## config.mk

```make
export PLATFORM = sky130hd
export DESIGN_NAME = mdu_seq
export DESIGN_NICKNAME = d
export VERILOG_FILES = /design/src/rtl/mdu_pkg.sv /design/src/rtl/mdu_step.sv /design/src/rtl/mdu_seq.sv
export SDC_FILE = /design/constraint.sdc
export NUM_CORES = 1
export LEC_CHECK = 0
export CELL_PAD_IN_SITES_DETAIL_PLACEMENT = 1
export CELL_PAD_IN_SITES_GLOBAL_PLACEMENT = 1
export CORE_ASPECT_RATIO = 0.75
export CORE_UTILIZATION = 43
export CTS_BUF_LIST = sky130_fd_sc_hd__clkbuf_8 sky130_fd_sc_hd__clkbuf_16
export CTS_CLUSTER_DIAMETER = 80
export DETAILED_ROUTE_END_ITERATION = 6
export GPL_TIMING_DRIVEN = 0
export PLACE_DENSITY = 0.89
export SYNTH_ARGS = -nofsm -noshare
export SYNTH_HDL_FRONTEND = slang
export SYNTH_SLANG_ARGS = --single-unit
```

## constraint.sdc

```tcl
create_clock -name clk -period 14.8 [get_ports clk]
set_input_delay 4.44 -clock clk [delete_from_list [all_inputs] [get_ports clk]]
set_output_delay 4.44 -clock clk [all_outputs]
set_load 0.02 [all_outputs]
```

## src/rtl/mdu_pkg.sv

```systemverilog
// mdu_pkg: shared definitions for the iterative multiply/divide unit.
//   OP_*    : md_op encodings (11x codes are NOPs)
//   state_t : FSM state encoding for mdu_seq
package mdu_pkg;

  localparam logic [2:0] OP_MULT  = 3'b000;
  localparam logic [2:0] OP_MULTU = 3'b001;
  localparam logic [2:0] OP_DIV   = 3'b010;
  localparam logic [2:0] OP_DIVU  = 3'b011;
  localparam logic [2:0] OP_MTHI  = 3'b100;
  localparam logic [2:0] OP_MTLO  = 3'b101;

  typedef enum logic [1:0] {
    ST_IDLE = 2'd0,
    ST_RUN  = 2'd1,
    ST_FIN  = 2'd2
  } state_t;

endpackage

```

## src/rtl/mdu_step.sv

```systemverilog
// mdu_step: one combinational iteration of the shift-add multiplier or the
// restoring shift-subtract divider.
//   is_div_i : 1 = divide step, 0 = multiply step
//   acc_i    : partial product upper half / partial remainder
//   mq_i     : multiplier being consumed / dividend being shifted out
//   opnd_i   : multiplicand / divisor magnitude
//   acc_o    : next partial product upper half / next partial remainder
//   bit_o    : multiply: bit shifted into the top of mq; divide: quotient bit
module mdu_step #(
  parameter int N = 32
) (
  input  logic         is_div_i,
  input  logic [N-1:0] acc_i,
  input  logic [N-1:0] mq_i,
  input  logic [N-1:0] opnd_i,
  output logic [N-1:0] acc_o,
  output logic         bit_o
);

  logic [N:0]   sum;
  logic [N:0]   rsh;
  logic [N-1:0] diff;
  logic         ge;

  always_comb begin
    sum  = {1'b0, acc_i} + (mq_i[0] ? {1'b0, opnd_i} : '0);
    rsh  = {acc_i, mq_i[N-1]};
    ge   = (rsh >= {1'b0, opnd_i});
    // Only used when ge=1, in which case the true difference is below 2^N.
    diff = rsh[N-1:0] - opnd_i;
    if (is_div_i) begin
      acc_o = ge ? diff : rsh[N-1:0];
      bit_o = ge;
    end else begin
      acc_o = sum[N:1];
      bit_o = sum[0];
    end
  end

endmodule

```

## src/rtl/mdu_seq.sv

```systemverilog
// mdu_seq: iterative MULT/MULTU/DIV/DIVU unit with HI/LO registers, plus
// single-cycle MTHI/MTLO. Operands are reduced to magnitudes at issue, run
// through N unsigned steps, and sign-corrected as the result is written.
//   clk, rst_n      : clock, async active-low reset
//   start, md_op    : issue request and operation code (sampled when idle)
//   a, b            : rs / rt operands
//   busy, done      : operation in flight / one-cycle completion pulse
//   hi, lo          : HI / LO result registers
//   divz            : divide-by-zero flag, pulses with done
// Optional feature macro MDU_DIVZ_EN: divide by zero skips the iterations,
// raises divz and leaves hi/lo untouched. Without it divz is tied low.
//
// state   | meaning
// IDLE    | waiting for start; MTHI/MTLO complete here
// RUN     | N iteration cycles, counter counts down to 1
// FIN     | result visible on hi/lo, done pulse, still busy
module mdu_seq
  import mdu_pkg::*;
#(
  parameter  int N     = 32,
  localparam int CNT_W = $clog2(N+1)
) (
  input  logic         clk,
  input  logic         rst_n,
  input  logic         start,
  input  logic [2:0]   md_op,
  input  logic [N-1:0] a,
  input  logic [N-1:0] b,
  output logic         busy,
  output logic         done,
  output logic [N-1:0] hi,
  output logic [N-1:0] lo,
  output logic         divz
);

  state_t             state_q, state_d;
  logic [CNT_W-1:0]   cnt_q;
  logic [N-1:0]       acc_q, mq_q, opnd_q, hi_q, lo_q;
  logic               is_div_q, neg_q, rneg_q;

  logic               is_md, op_signed, op_div, a_neg, b_neg, last;
  logic [N-1:0]       a_mag, b_mag, acc_d, mq_d;
  logic               step_bit;
  logic [2*N-1:0]     prod_fix;
  logic [N-1:0]       quo_fix, rem_fix;
`ifdef MDU_DIVZ_EN
  logic               divz_q, zero_div;
`endif

  always_comb begin
    is_md     = start && (state_q == ST_IDLE) && !md_op[2];
    op_signed = !md_op[0];
    op_div    = md_op[1];
    a_neg     = op_signed && a[N-1];
    b_neg     = op_signed && b[N-1];
    a_mag     = a_neg ? -a : a;
    b_mag     = b_neg ? -b : b;
    last      = (state_q == ST_RUN) && (cnt_q == CNT_W'(1));
`ifdef MDU_DIVZ_EN
    zero_div  = op_div && (b == '0);
`endif
  end

  mdu_step #(.N(N)) u_step (
    .is_div_i (is_div_q),
    .acc_i    (acc_q),
    .mq_i     (mq_q),
    .opnd_i   (opnd_q),
    .acc_o    (acc_d),
    .bit_o    (step_bit)
  );

  // Divide shifts the quotient in from the bottom; multiply shifts product
  // bits in from the top as the multiplier is consumed.
  always_comb begin
    mq_d     = is_div_q ? {mq_q[N-2:0], step_bit} : {step_bit, mq_q[N-1:1]};
    prod_fix = neg_q  ? -{acc_d, mq_d} : {acc_d, mq_d};
    quo_fix  = neg_q  ? -mq_d  : mq_d;
    rem_fix  = rneg_q ? -acc_d : acc_d;
  end

  // FSM state register
  always_ff @(posedge clk or negedge rst_n) begin
    if (!rst_n) state_q <= ST_IDLE;
    else        state_q <= state_d;
  end

  // FSM next state
  always_comb begin
    state_d = state_q;
    case (state_q)
      ST_IDLE: begin
        if (is_md) begin
`ifdef MDU_DIVZ_EN
          state_d = zero_div ? ST_FIN : ST_RUN;
`else
          state_d = ST_RUN;
`endif
        end
      end
      ST_RUN:  if (last) state_d = ST_FIN;
      ST_FIN:  state_d = ST_IDLE;
      default: state_d = ST_IDLE;
    endcase
  end

  // FSM outputs
  always_comb begin
    busy = (state_q != ST_IDLE);
    done = (state_q == ST_FIN);
`ifdef MDU_DIVZ_EN
    divz = done && divz_q;
`else
    divz = 1'b0;
`endif
  end

  // Datapath and result registers
  always_ff @(posedge clk or negedge rst_n) begin
    if (!rst_n) begin
      cnt_q    <= '0;
      acc_q    <= '0;
      mq_q     <= '0;
      opnd_q   <= '0;
      is_div_q <= 1'b0;
      neg_q    <= 1'b0;
      rneg_q   <= 1'b0;
      hi_q     <= '0;
      lo_q     <= '0;
`ifdef MDU_DIVZ_EN
      divz_q   <= 1'b0;
`endif
    end else begin
      case (state_q)
        ST_IDLE: begin
          if (is_md) begin
            cnt_q    <= CNT_W'(N);
            acc_q    <= '0;
            mq_q     <= op_div ? a_mag : b_mag;
            opnd_q   <= op_div ? b_mag : a_mag;
            is_div_q <= op_div;
            neg_q    <= a_neg ^ b_neg;
            rneg_q   <= a_neg;
`ifdef MDU_DIVZ_EN
            divz_q   <= zero_div;
`endif
          end else if (start && md_op == OP_MTHI) begin
            hi_q <= a;
          end else if (start && md_op == OP_MTLO) begin
            lo_q <= a;
          end
        end
        ST_RUN: begin
          cnt_q <= cnt_q - CNT_W'(1);
          acc_q <= acc_d;
          mq_q  <= mq_d;
          // Final step result goes straight to hi/lo so it is visible in FIN.
          if (last) begin
            if (is_div_q) begin
              hi_q <= rem_fix;
              lo_q <= quo_fix;
            end else begin
              hi_q <= prod_fix[2*N-1:N];
              lo_q <= prod_fix[N-1:0];
            end
          end
        end
        default: cnt_q <= '0;
      endcase
    end
  end

  assign hi = hi_q;
  assign lo = lo_q;

endmodule

```

* After elaboration in Yosys (flattened, before gate mapping)
Cells that the tools add are included.
Storage, ports and cells: RAM bits 0, flip-flop bits (word level) 171, logic and storage cells 80, memories kept 0, bits in latches 0, ROM bits 0
Operators by class: add/sub/neg operators 8, equal/unequal tests 11, reduce and logical (&&, ||, !) cells 17, magnitude comparators 1, div/mod/pow operators 0, muxes and demuxes 32, shift operators 0, multipliers 0, bitwise logic cells 1
Operators by type and width (number):
- 32-bit 2-to-1 mux | 21
- 32-bit case mux with 2 select lines | 4
- 32-bit negation | 4
- 64-bit 2-to-1 mux | 1
- 64-bit negation | 1
- 32-bit by 33-bit adder with 33-bit output | 1
- 33-bit by 32-bit >= comparator with 1-bit output | 1
- 32-bit subtractor | 1
- 6-bit case mux with 2 select lines | 1
- 2-bit inequality test (second input constant) | 4
- 1-bit logical AND | 7
- 3-bit equality test (second input constant) | 2
- 6-bit by 1-bit equality test with 1-bit output (second input constant) | 1
- 6-bit 2-to-1 mux | 1
- 2-bit AND reduction | 3
- 6-bit by 1-bit subtractor with 6-bit output (second input constant) | 1
- 5-bit AND reduction | 1
- 2-bit 2-to-1 mux | 2
- 2-bit by 1-bit inequality test with 1-bit output (second input constant) | 2
- 2-bit case mux with 2 select lines | 1
- 4-bit AND reduction | 1
- 2-bit nonzero test | 2
- 2-bit by 1-bit equality test with 1-bit output (second input constant) | 1
- 2-bit equality test (second input constant) | 1
- other kinds (4) | 5

* Longest topological paths before layout
Gate-level depths: netlist of run 1.
depth in word-level cells 9, gate-level depth with buffers 23, gate-level depth less buffers 20

* By module
Synthesis of run 1 repeated with hierarchy kept, for this count alone.
Second synthesis, totals: cell total of the unflattened synthesis 2195, area, all modules 16823.6 µm²
By module, submodules not included:
- mdu_seq | cells each 1442, area an instance 11740.0 µm², times used 1
- mdu_step | cells each 753, area an instance 5083.6 µm², times used 1

* Worst setup path before layout of run 1
No wires, ideal clock.
kind in2reg, start input a[8], end register mq_q[30], buffers on the path 0, stages on the path 12, path slack 7.440 ns, data required time 14.656 ns, arrival time 7.216 ns, library setup time 0.144 ns, cell sequence or4_1 -> or3_1 -> or4_1 -> nor3_2 -> and2_1 -> nand2_1 -> or3_1 -> o41ai_1 -> xor2_1 -> nand2_1 -> o21ai_0 -> o221ai_1
On the way: word-level cells in the longest chain between the ends 5
RTL lines:
- start: declaration | line mdu_seq.sv:27 | input logic [N-1:0] a,
- 32-bit negation | line mdu_seq.sv:56 | a_mag = a_neg ? -a : a;
- 32-bit 2-to-1 mux | line mdu_seq.sv:56
- 32-bit 2-to-1 mux | line mdu_seq.sv:139 | mq_q <= op_div ? a_mag : b_mag;
- 32-bit 2-to-1 mux | line mdu_seq.sv:136 | if (is_md) begin
- 32-bit case mux with 2 select lines | line mdu_seq.sv:134 | case (state_q)
- end signal: assignment | line mdu_seq.sv:139
- end signal: assignment | line mdu_seq.sv:156 | mq_q <= mq_d;
- end: declaration | line mdu_seq.sv:38 | logic [N-1:0] acc_q, mq_q, opnd_q, hi_q, lo_q;
No other way between the ends. The select of a mux whose other input is x is not followed. A chain may end at the register's enable or synchronous reset.

* Worst setup path after layout of run 1
start input a[8], end register mq_q[29]
The elaborated chain is that of the path after synthesis.

==> impl_metrics.csv, run 1 <==
group,metric,value,unit
status,status,"complete, no violations",
layout,final_util,50.7,%
timing,maxClockFrequency,117,MHz
floorplanning,die_h,170,um
clock_tree,cts_buffers,17,
synthesis,syn_area,16300,um^2
timing,rsz0062_at_grt,"false",
grt,grt_pass1_vias,18000,
synthesis,avgSynthCellArea,7.72,um^2
pwr,power.switching,0.311,mW
pwr,power_frac_seq,44.3,%
synthesis,yosysWarnings,0,
clock_tree,clockBufferDepth,2,
pwr,power,1.05,mW
place,portBuffers,132,
floorplanning,die_area,38600,um^2
timing,setup_slack,6.28,ns
floorplanning,die_x,227,um
place,gp_congestion,1.07,
timing,finalSetupViolCount,0,
job,max_cap_viol_count,0,
pwr,p_per_area,56.0,nW/um^2
routing,drt_iter0_drc,2601,
grt,grt_first_pass_wirelength,122000,um
pwr,p_comb_share,10.6,%
routing,wl_per_cell,30.6,um
layout,nets,2400,
clock_tree,postCtsResizedCells,0,
grt,grt_max_degree,118,
synthesis,async_reset_ff_share,100,%
routing,ant_nets,0,
synthesis,ys_ff_latch,171,
clock_tree,cts.hold.buffers_added,0,
timing,max_slew_margin,7.13,%
worst_setup_path,crit_path_max_fanout,5,
timing,finalHoldViolCount,0,
floorplanning,ios,137,
pwr,ir_worst_vdd,0.0714,mV
worst_setup_path,cp.required,15.10,ns
pwr,pwr-share-clk,45.2,%
clock_tree,clock_latency,0.47,ns
layout,synthToLayoutAreaGrowth,15.7,%
routing,via_per_inst,6.87,
pwr,p_int,0.743,mW
layout,layout-drive-gt1-share,6.52,%
place,place_ws,6.12,ns
layout,final_cell_mix,"nand2_1 (269), o21ai_0 (197), nor2_1 (174)",
synthesis,synth_cell_types,108,
clock_tree,postCtsSetupBuffers,0,
clock_tree,cts_sinks,171,
timing,hold_ws,0.489,ns
floorplanning,initial_core_util,43.8,%
routing,drt-total-wl,84900,um
timing,layout_min_cycle_time,8.53,ns
grt,grt_overflow,0,
layout,finalNonFillerCells,2776,
synthesis,synthXorXnorAreaFrac,8.24,%
clock_tree,htree_levels,4,
grt,grtUsageTotal,43.8,%
worst_setup_path,startpoint_type,"input pin",
clock_tree,clk_pin_slew,0.08,ns
worst_hold_path,hp-class,"register to register",
grt,antenna_found_initial,3,
routing,dr.pass1.iters,5,
synthesis,synth_mux_area_share,3.92,%
timing,final.setup_skew,0.0121,ns
routing,num_vias,19100,
timing,drv_slew,0,
layout,design_area,18800,um^2
synthesis,ys_seq_area_share,26.3,%
pwr,p_leak,7.82,nW
clock_tree,cts_tree,"built",
synthesis,synth_top_family_by_area,"compound AO/OA/AOI/OAI gates",
worst_setup_path,cp_data_arrival_time,8.83,ns
synthesis,synthAdderAreaFrac,5.63,%
floorplanning,fp-row-count,61,
synthesis,synth-simple-area-share,22.5,%
timing,tightest_slew,1.39,ns
worst_setup_path,worstSetupPathType,"input pin to register",
synthesis,synth_cells,2106,
timing,fin_crit_sh,57.6,%
floorplanning,core_area,37200,um^2
clock_tree,root_buffer,"clkbuf_16",
place,hpwl,68000,um
synthesis,synth_nets,2248,
synthesis,synth_edf_count,0,
worst_setup_path,crit_path_end_kind,"register",
layout,final_common_cell,"nand2_1",
pwr,power_switching_share,29.5,%
routing,drcViolationCount,0,
synthesis,synth_compound_area_share,28.0,%
timing,fin_setup_tns,0,ns
place,dpl_cell_area,18300,um^2
place,dp_cells,2743,
synthesis,synth-main-ff-cell,"dfrtp_1",
-- final cells by class --
class                           instances  area [um^2]
Antenna cell                            1         2.50
Buffer                                132          592
Clock buffer                           18          439
Clock inverter                         14          134
Fill cell                            4634        18300
Inverter                               75          282
Multi-Input combinational cell       1728        11100
Sequential cell                       171         4280
Tap cell                              504          631
Timing Repair Buffer                  133         1350
-- registers in the layout (all words and copies together), names as in the netlist --
| name | cells |
|---|---|
| acc_q | 32 |
| cnt_q | 6 |
| hi | 32 |
| is_div_q | 1 |
| lo | 32 |
| mq_q | 32 |
| neg_q | 1 |
| opnd_q | 32 |
| rneg_q | 1 |
| state_q | 2 |
-- synthesized netlist by cell type (12+ instances only) --
master	instances	area, um^2
or3_1	24	150
and2_1	46	288
o21a_1	13	97.6
nor3_1	41	205
o21ai_0	197	986
xnor2_1	87	762
buf_2	23	115
and3_1	14	87.6
o31ai_1	29	218
o211ai_1	39	293
nand4_1	17	106
inv_1	72	270
ha_1	70	876
nor2b_1	18	113
o221ai_1	38	333
dfrtp_1	171	4280
xor2_1	66	578
o21ai_1	16	80.1
buf_1	12	45.0
or4_1	13	97.6
a21o_1	26	195
nor2_1	174	653
nand3_1	73	365
mux2i_1	49	490
a31oi_1	20	125
nand2_1	269	1010
clkbuf_1	87	327
a21oi_1	172	861
-- critical path, stage by stage --
cell,delay [ns]
clkdlybuf4s50_1,0.58
or4_1,0.67
or3_1,0.44
or4_1,0.49
nor3_1,0.65
nand3_1,0.28
nor3_1,0.48
a21oi_1,0.17
xnor2_1,0.28
nand2_1,0.09
o21ai_1,0.12
o221ai_1,0.13
-- power by group through the flow --
stage          combinational, mW  clock, mW  sequential [mW]
6_report                   0.111      0.476            0.467
5_1_grt                    0.115      0.485            0.467
4_1_cts                    0.106      0.468            0.467
3_5_place_dp               0.106          0            0.476
3_3_place_gp               0.102          0            0.476
2_1_floorplan             0.0422          0            0.476
-- worst paths after layout --
path | startpoint | end | slack [ns] | cells past startpoint
worst max-delay path | a[8] | mq_q[29] | 6.28 | 12
worst min-delay path | lo[26] | lo[26] | 0.49 | 2
worst max register to register | is_div_q | hi[16] | 7.82 | 18
worst min register to register | lo[26] | lo[26] | 0.49 | 2
max in group asynchronous | rst_n | mq_q[22] | 9.87 | 2
min in group asynchronous | rst_n | acc_q[0] | 3.88 | 1
-- cell families after synthesis --
kind of cell | after synthesis
other cells | 1
fa+ha+maj | 72
xor+xnor | 153
flops | 171
compound gates | 685
simple gates | 756
mux | 61
buf+inv | 207
-- per-layer routing --
metal,wire length [um],part of all wire [%],GRT usage [%]
met2,33100,39,58.9
met1,36900,44,63.8
met4,3340,3.9,16.2
met3,11500,14,14.4
met5,0,0,0
Power figures use the tool's default switching activity.
==> inputs of run 2 (changes only) <==
CORE_UTILIZATION = 40   (was 43)
PLACE_DENSITY = 0.87   (was 0.89)
clock period = 7.8 ns   (was 14.8 ns; I/O delays follow)
==> run 2 against run 1 <==
Compared with the run above:
- global-route usage is 4.0 points lower
- critical path depth is 7 higher
- combinational power is 90% higher
- first-iteration DRC count is 5.4% higher
- final cell count is 0.58% higher
- via count is 0.72% lower
- die area is 7.4% higher
- highest routed layer unchanged
==> impl_metrics.csv, run 2 (same netlist as run 1, synthesis figures left out) <==
group,metric,value,unit
status,status,"complete, no violations",
timing,layout_min_cycle_time,7.14,ns
pwr,p_per_area,107,nW/um^2
worst_setup_path,crit_path_max_fanout,10,
worst_setup_path,reg2reg_from,"is_div_q",
pwr,power_switching_share,30.1,%
clock_tree,cts_tree,"built",
timing,fin_setup_tns,0,ns
clock_tree,postCtsSetupBuffers,0,
clock_tree,postCtsResizedCells,0,
worst_setup_path,reg2reg_setup_slack,0.66,ns
clock_tree,cts.hold.buffers_added,0,
grt,grt_overflow,0,
layout,layout-drive-gt1-share,6.47,%
timing,max_slew_margin,5.06,%
pwr,p_comb_share,10.5,%
layout,design_area,18900,um^2
pwr,pwr-share-clk,45.6,%
grt,grt_first_pass_wirelength,122000,um
routing,drt_iter0_drc,2742,
timing,rsz0062_at_grt,"false",
worst_setup_path,path_cells,"buf_2, buf_6, buf_2, buf_1, buf_1, nor2_1, nor2_1, inv_1, ha_1, nand2_1, or4_1, or3_1, nor2_1, o2111ai_1, nand2_1, a31oi_1, xor2_1, a21oi_1, o21ai_0",
floorplanning,ios,137,
floorplanning,die_x,235,um
timing,fin_crit_sh,91.5,%
grt,antenna_found_initial,1,
pwr,power_frac_seq,43.9,%
worst_hold_path,hold_depth,2,
worst_setup_path,timing.rr.end,"hi[24]",
clock_tree,clock_latency,0.48,ns
worst_hold_path,hold_path.startpoint,"hi[24]",
worst_setup_path,worstSetupPathType,"register to register",
grt,grt_pass1_vias,18200,
timing,maxClockFrequency,140,MHz
routing,dr.pass1.iters,6,
clock_tree,clk_pin_slew,0.08,ns
floorplanning,initial_core_util,40.9,%
timing,tightest_slew,1.42,ns
routing,wl_per_cell,30.0,um
layout,nets,2400,
place,hpwl,67000,um
clock_tree,cts_buffers,17,
layout,synthToLayoutAreaGrowth,15.9,%
timing,finalHoldViolCount,0,
place,portBuffers,132,
worst_hold_path,holdPathEnd,"hi[24]",
pwr,power,2.02,mW
grt,grtUsageTotal,39.8,%
timing,hold_ws,0.483,ns
timing,finalSetupViolCount,0,
layout,final_cell_mix,"nand2_1 (269), o21ai_0 (197), nor2_1 (174)",
worst_setup_path,rr_worst_depth,19,
routing,drt-total-wl,83600,um
routing,ant_nets,0,
clock_tree,root_buffer,"clkbuf_16",
worst_setup_path,cp.required,8.13,ns
pwr,ir_worst_vdd,0.167,mV
clock_tree,htree_levels,4,
timing,final.setup_skew,0.0187,ns
routing,via_per_inst,6.78,
place,dpl_cell_area,18300,um^2
worst_setup_path,cp.buffers_inverters,6,
floorplanning,core_area,39800,um^2
routing,num_vias,18900,
place,gp_congestion,1.07,
worst_setup_path,slowest_stage,"buf_1",
routing,drcViolationCount,0,
worst_setup_path,cp_data_arrival_time,7.47,ns
job,max_cap_viol_count,0,
grt,grt_max_degree,93,
timing,drv_slew,0,
worst_setup_path,crit_path_frequent_cell,"nor2_1",
clock_tree,cts_sinks,171,
pwr,p_int,1.41,mW
pwr,p_leak,7.82,nW
clock_tree,clockBufferDepth,2,
floorplanning,die_area,41500,um^2
worst_setup_path,crit_path_end_kind,"register",
floorplanning,fp-row-count,63,
floorplanning,die_h,177,um
worst_setup_path,cp_top_family,"buffers and inverters",
worst_hold_path,hp-class,"register to register",
layout,final_common_cell,"nand2_1",
pwr,power.switching,0.608,mW
worst_setup_path,startpoint_type,"register",
worst_setup_path,worst_path_largest_cell_delay,0.89,ns
-- run 2: changes by cell type in the layout (fill, tap and decap cells not counted), sizes merged --
| cell | previous run | this run |
|---|---|---|
| inv | 79 | 81 |
| clkinv | 7 | 6 |
| clkbuf | 105 | 104 |
-- run 2: through the flow --
stage	std cells	utilization (%)	worst slack, ns
3_3_place_gp	2758	45.8	-3.13
5_1_grt	2791	47.4	0.763
2_1_floorplan	2106	-	2.54
3_5_place_dp	2759	45.9	1.16
4_1_cts	2791	47.4	1.17
6_report	2792	47.4	0.663
-- run 2: area by class of cell --
| cell class | count | area, um^2 |
|---|---|---|
| Sequential cell | 171 | 4280 |
| Buffer | 132 | 592 |
| Clock inverter | 15 | 159 |
| Fill cell | 4911 | 20900 |
| Timing Repair Buffer | 133 | 1350 |
| Antenna cell | 1 | 2.50 |
| Clock buffer | 17 | 425 |
| Inverter | 75 | 282 |
| Tap cell | 520 | 651 |
| Multi-Input combinational cell | 1728 | 11100 |
-- run 2: power by group through the flow --
stage	Combinational [mW]	Sequential [mW]	Clock [mW]
after CTS	0.201	0.886	0.910
after global routing	0.219	0.886	0.938
after floorplan	0.0800	0.904	0
after global placement	0.193	0.904	0
final	0.211	0.886	0.921
after detailed placement	0.200	0.903	0
-- run 2: worst max path at each step --
stage,startpoint,endpoint,depth (start not counted)
final,is_div_q,hi[24],19
after global routing,mq_q[0],hi[31],18
after CTS,mq_q[0],hi[31],18
after floorplan,a[8],mq_q[30],12
after global placement,rst_n,lo[29],1
after detailed placement,mq_q[0],hi[31],18
-- run 2: worst reg2reg max path, delay by kind of cell, from the launching register on --
kind            cells  cell delay (ns)
compound gates      4             1.31
xor+xnor            1             0.18
fa+ha+maj           1             0.29
buf+inv             6             3.11
flops               1             0.33
simple gates        7             1.80
-- run 2: metal layers --
| metal | vias to the layer above | wire length (um) | track usage [%] |
|---|---|---|---|
| met5 | - | 0 | 0 |
| li1 | 7952 | - | - |
| met3 | 192 | 11800 | 13.5 |
| met1 | 9440 | 35900 | 56.4 |
| met2 | 1337 | 32700 | 54.8 |
| met4 | 0 | 3220 | 15.2 |
==> inputs of run 3 (changes only) <==
RECOVER_POWER = 50   (was unset)
==> run 3 against run 2 <==
Compared with the run above:
- the flow now finishes with violations (max-capacitance violations, max-slew violations)
- maximum frequency barely moved
- utilization did not move
- combinational power barely moved
- sequential power barely moved
- clock power barely moved
- critical path depth did not move
- sequential share of layout area did not move
- non-clock buffer count did not move
- count of clock-buffer cells in the layout did not move
- flip-flop and latch count did not move
- critical endpoint unchanged
- largest cell class unchanged
==> impl_metrics.csv, run 3 (same netlist as run 1, synthesis figures left out) <==
group,metric,value,unit
routing,wl_per_cell,29.9,um
layout,nets,2400,
pwr,p_leak,7.90,nW
worst_setup_path,timing.rr.end,"hi[24]",
clock_tree,postCtsSetupBuffers,0,
worst_setup_path,reg2reg_setup_slack,0.66,ns
clock_tree,cts.hold.buffers_added,0,
status,status,"complete, but fails checks",
timing,rsz0062_at_grt,"false",
grt,grt_overflow,0,
grt,grt_first_pass_wirelength,122000,um
place,gp_congestion,1.07,
clock_tree,cts_tree,"built",
layout,final_cell_mix,"nand2_1 (269), o21ai_0 (197), nor2_1 (174)",
pwr,power_switching_share,30.2,%
timing,fin_crit_sh,91.5,%
worst_setup_path,crit_path_max_fanout,10,
pwr,p_per_area,107,nW/um^2
routing,num_vias,19000,
timing,fin_setup_tns,0,ns
grt,antenna_found_initial,1,
layout,layout-drive-gt1-share,6.43,%
job,max_cap_viol_count,1,
timing,maxClockFrequency,140,MHz
layout,synthToLayoutAreaGrowth,15.9,%
place,dp_cells,2759,
worst_setup_path,rr_worst_depth,19,
timing,finalHoldViolCount,0,
timing,max_slew_margin,-215,%
place,portBuffers,132,
worst_hold_path,hp-class,"register to register",
worst_setup_path,cp_data_arrival_time,7.47,ns
routing,drcViolationCount,0,
grt,grtUsageTotal,39.8,%
layout,design_area,18900,um^2
clock_tree,htree_levels,4,
routing,ant_nets,0,
floorplanning,die_h,177,um
worst_setup_path,worst_path_largest_cell_delay,0.89,ns
floorplanning,initial_core_util,40.9,%
place,hpwl,67000,um
worst_hold_path,hold_depth,2,
pwr,power.switching,0.609,mW
worst_hold_path,hold_path.startpoint,"hi[7]",
pwr,ir_worst_vdd,0.168,mV
timing,drv_slew,92,
floorplanning,core_area,39800,um^2
worst_setup_path,reg2reg_from,"is_div_q",
clock_tree,clk_pin_slew,0.08,ns
routing,via_per_inst,6.79,
clock_tree,postCtsResizedCells,0,
worst_setup_path,crit_path_end_kind,"register",
status,violations,"max-capacitance violations, max-slew violations",
floorplanning,ios,137,
timing,final.setup_skew,0.0185,ns
layout,final_util,47.4,%
worst_setup_path,crit_path_frequent_cell,"nor2_1",
worst_hold_path,holdPathEnd,"hi[7]",
timing,tightest_slew,4.73,ns
pwr,power_frac_seq,43.9,%
pwr,pwr-share-clk,45.7,%
place,dpl_cell_area,18300,um^2
layout,final_common_cell,"nand2_1",
worst_setup_path,worstSetupPathType,"register to register",
worst_setup_path,path_cells,"buf_2, buf_6, buf_2, buf_1, buf_1, nor2_1, nor2_1, inv_1, ha_1, nand2_1, or4_1, or3_1, nor2_1, o2111ai_1, nand2_1, a31oi_1, xor2_1, a21oi_1, o21ai_0",
routing,dr.pass1.iters,6,
clock_tree,cts_sinks,171,
timing,finalSetupViolCount,0,
clock_tree,cts_buffers,17,
pwr,p_int,1.41,mW
worst_setup_path,cp.required,8.13,ns
floorplanning,fp-row-count,63,
floorplanning,die_x,235,um
clock_tree,root_buffer,"clkbuf_16",
grt,grt_max_degree,93,
pwr,p_comb_share,10.4,%
routing,drt-total-wl,83600,um
worst_setup_path,slowest_stage,"buf_1",
floorplanning,die_area,41500,um^2
clock_tree,clockBufferDepth,2,
worst_setup_path,startpoint_type,"register",
clock_tree,clock_latency,0.48,ns
timing,layout_min_cycle_time,7.14,ns
routing,drt_iter0_drc,2755,
layout,finalNonFillerCells,2793,
grt,grt_pass1_vias,18200,
-- run 3: critical path, delay by kind of cell (launching register included) --
family | cells | cell delay, ns
DFF | 1 | 0.33
buffers and inverters | 6 | 3.07
xor gates and xnor gates | 1 | 0.18
AOI/OAI and AO/OA | 4 | 1.30
adders and majority gates | 1 | 0.29
and+or+nand+nor | 7 | 1.81
-- run 3: power groups by stage --
stage / clock network, mW / registers (mW) / logic (mW)
4_1_cts: 0.910 / 0.886 / 0.201
6_report: 0.922 / 0.886 / 0.211
3_3_place_gp: 0 / 0.904 / 0.193
2_1_floorplan: 0 / 0.904 / 0.0800
3_5_place_dp: 0 / 0.903 / 0.200
5_1_grt: 0.938 / 0.886 / 0.219
-- run 3: final cells by class --
| class | count | area (um^2) |
|---|---|---|
| fillers | 4911 | 20900 |
| multi-input cells | 1728 | 11100 |
| flip-flops and latches | 171 | 4280 |
| repair buffers | 133 | 1350 |
| well taps | 520 | 651 |
| plain buffers | 132 | 592 |
| clock buffers | 17 | 425 |
| inverters | 75 | 282 |
| clock inverters | 15 | 159 |
| diodes | 2 | 5.00 |
-- run 3: routing by layer --
| layer | GRT usage (%) | vias to the layer above | part of all wire (%) |
|---|---|---|---|
| met3 | 13.5 | 193 | 14 |
| met5 | 0 | - | 0.16 |
| met4 | 15.2 | 2 | 3.9 |
| li1 | - | 7951 | - |
| met1 | 56.4 | 9472 | 43 |
| met2 | 54.8 | 1341 | 39 |
-- run 3: worst max-delay path by stage --
stage / from / end / slack [ns] / cells past startpoint
after floorplan: a[8] / mq_q[30] / 2.54 / 12
after global placement: rst_n / lo[29] / -3.13 / 1
after detailed placement: mq_q[0] / hi[31] / 1.16 / 18
after CTS: mq_q[0] / hi[31] / 1.17 / 18
after global routing: rst_n / acc_q[24] / 0.59 / 1
final: is_div_q / hi[24] / 0.66 / 19
-- run 3: per-stage QoR --
step	setup WS, ns	hold slack [ns]	power [mW]
global placement	-3.13	0.467	1.10
global route	0.592	0.499	2.04
finish	0.660	0.482	2.02
detailed placement	1.16	0.474	1.10
floorplan	2.54	0.452	0.984
CTS	1.17	0.492	2.00
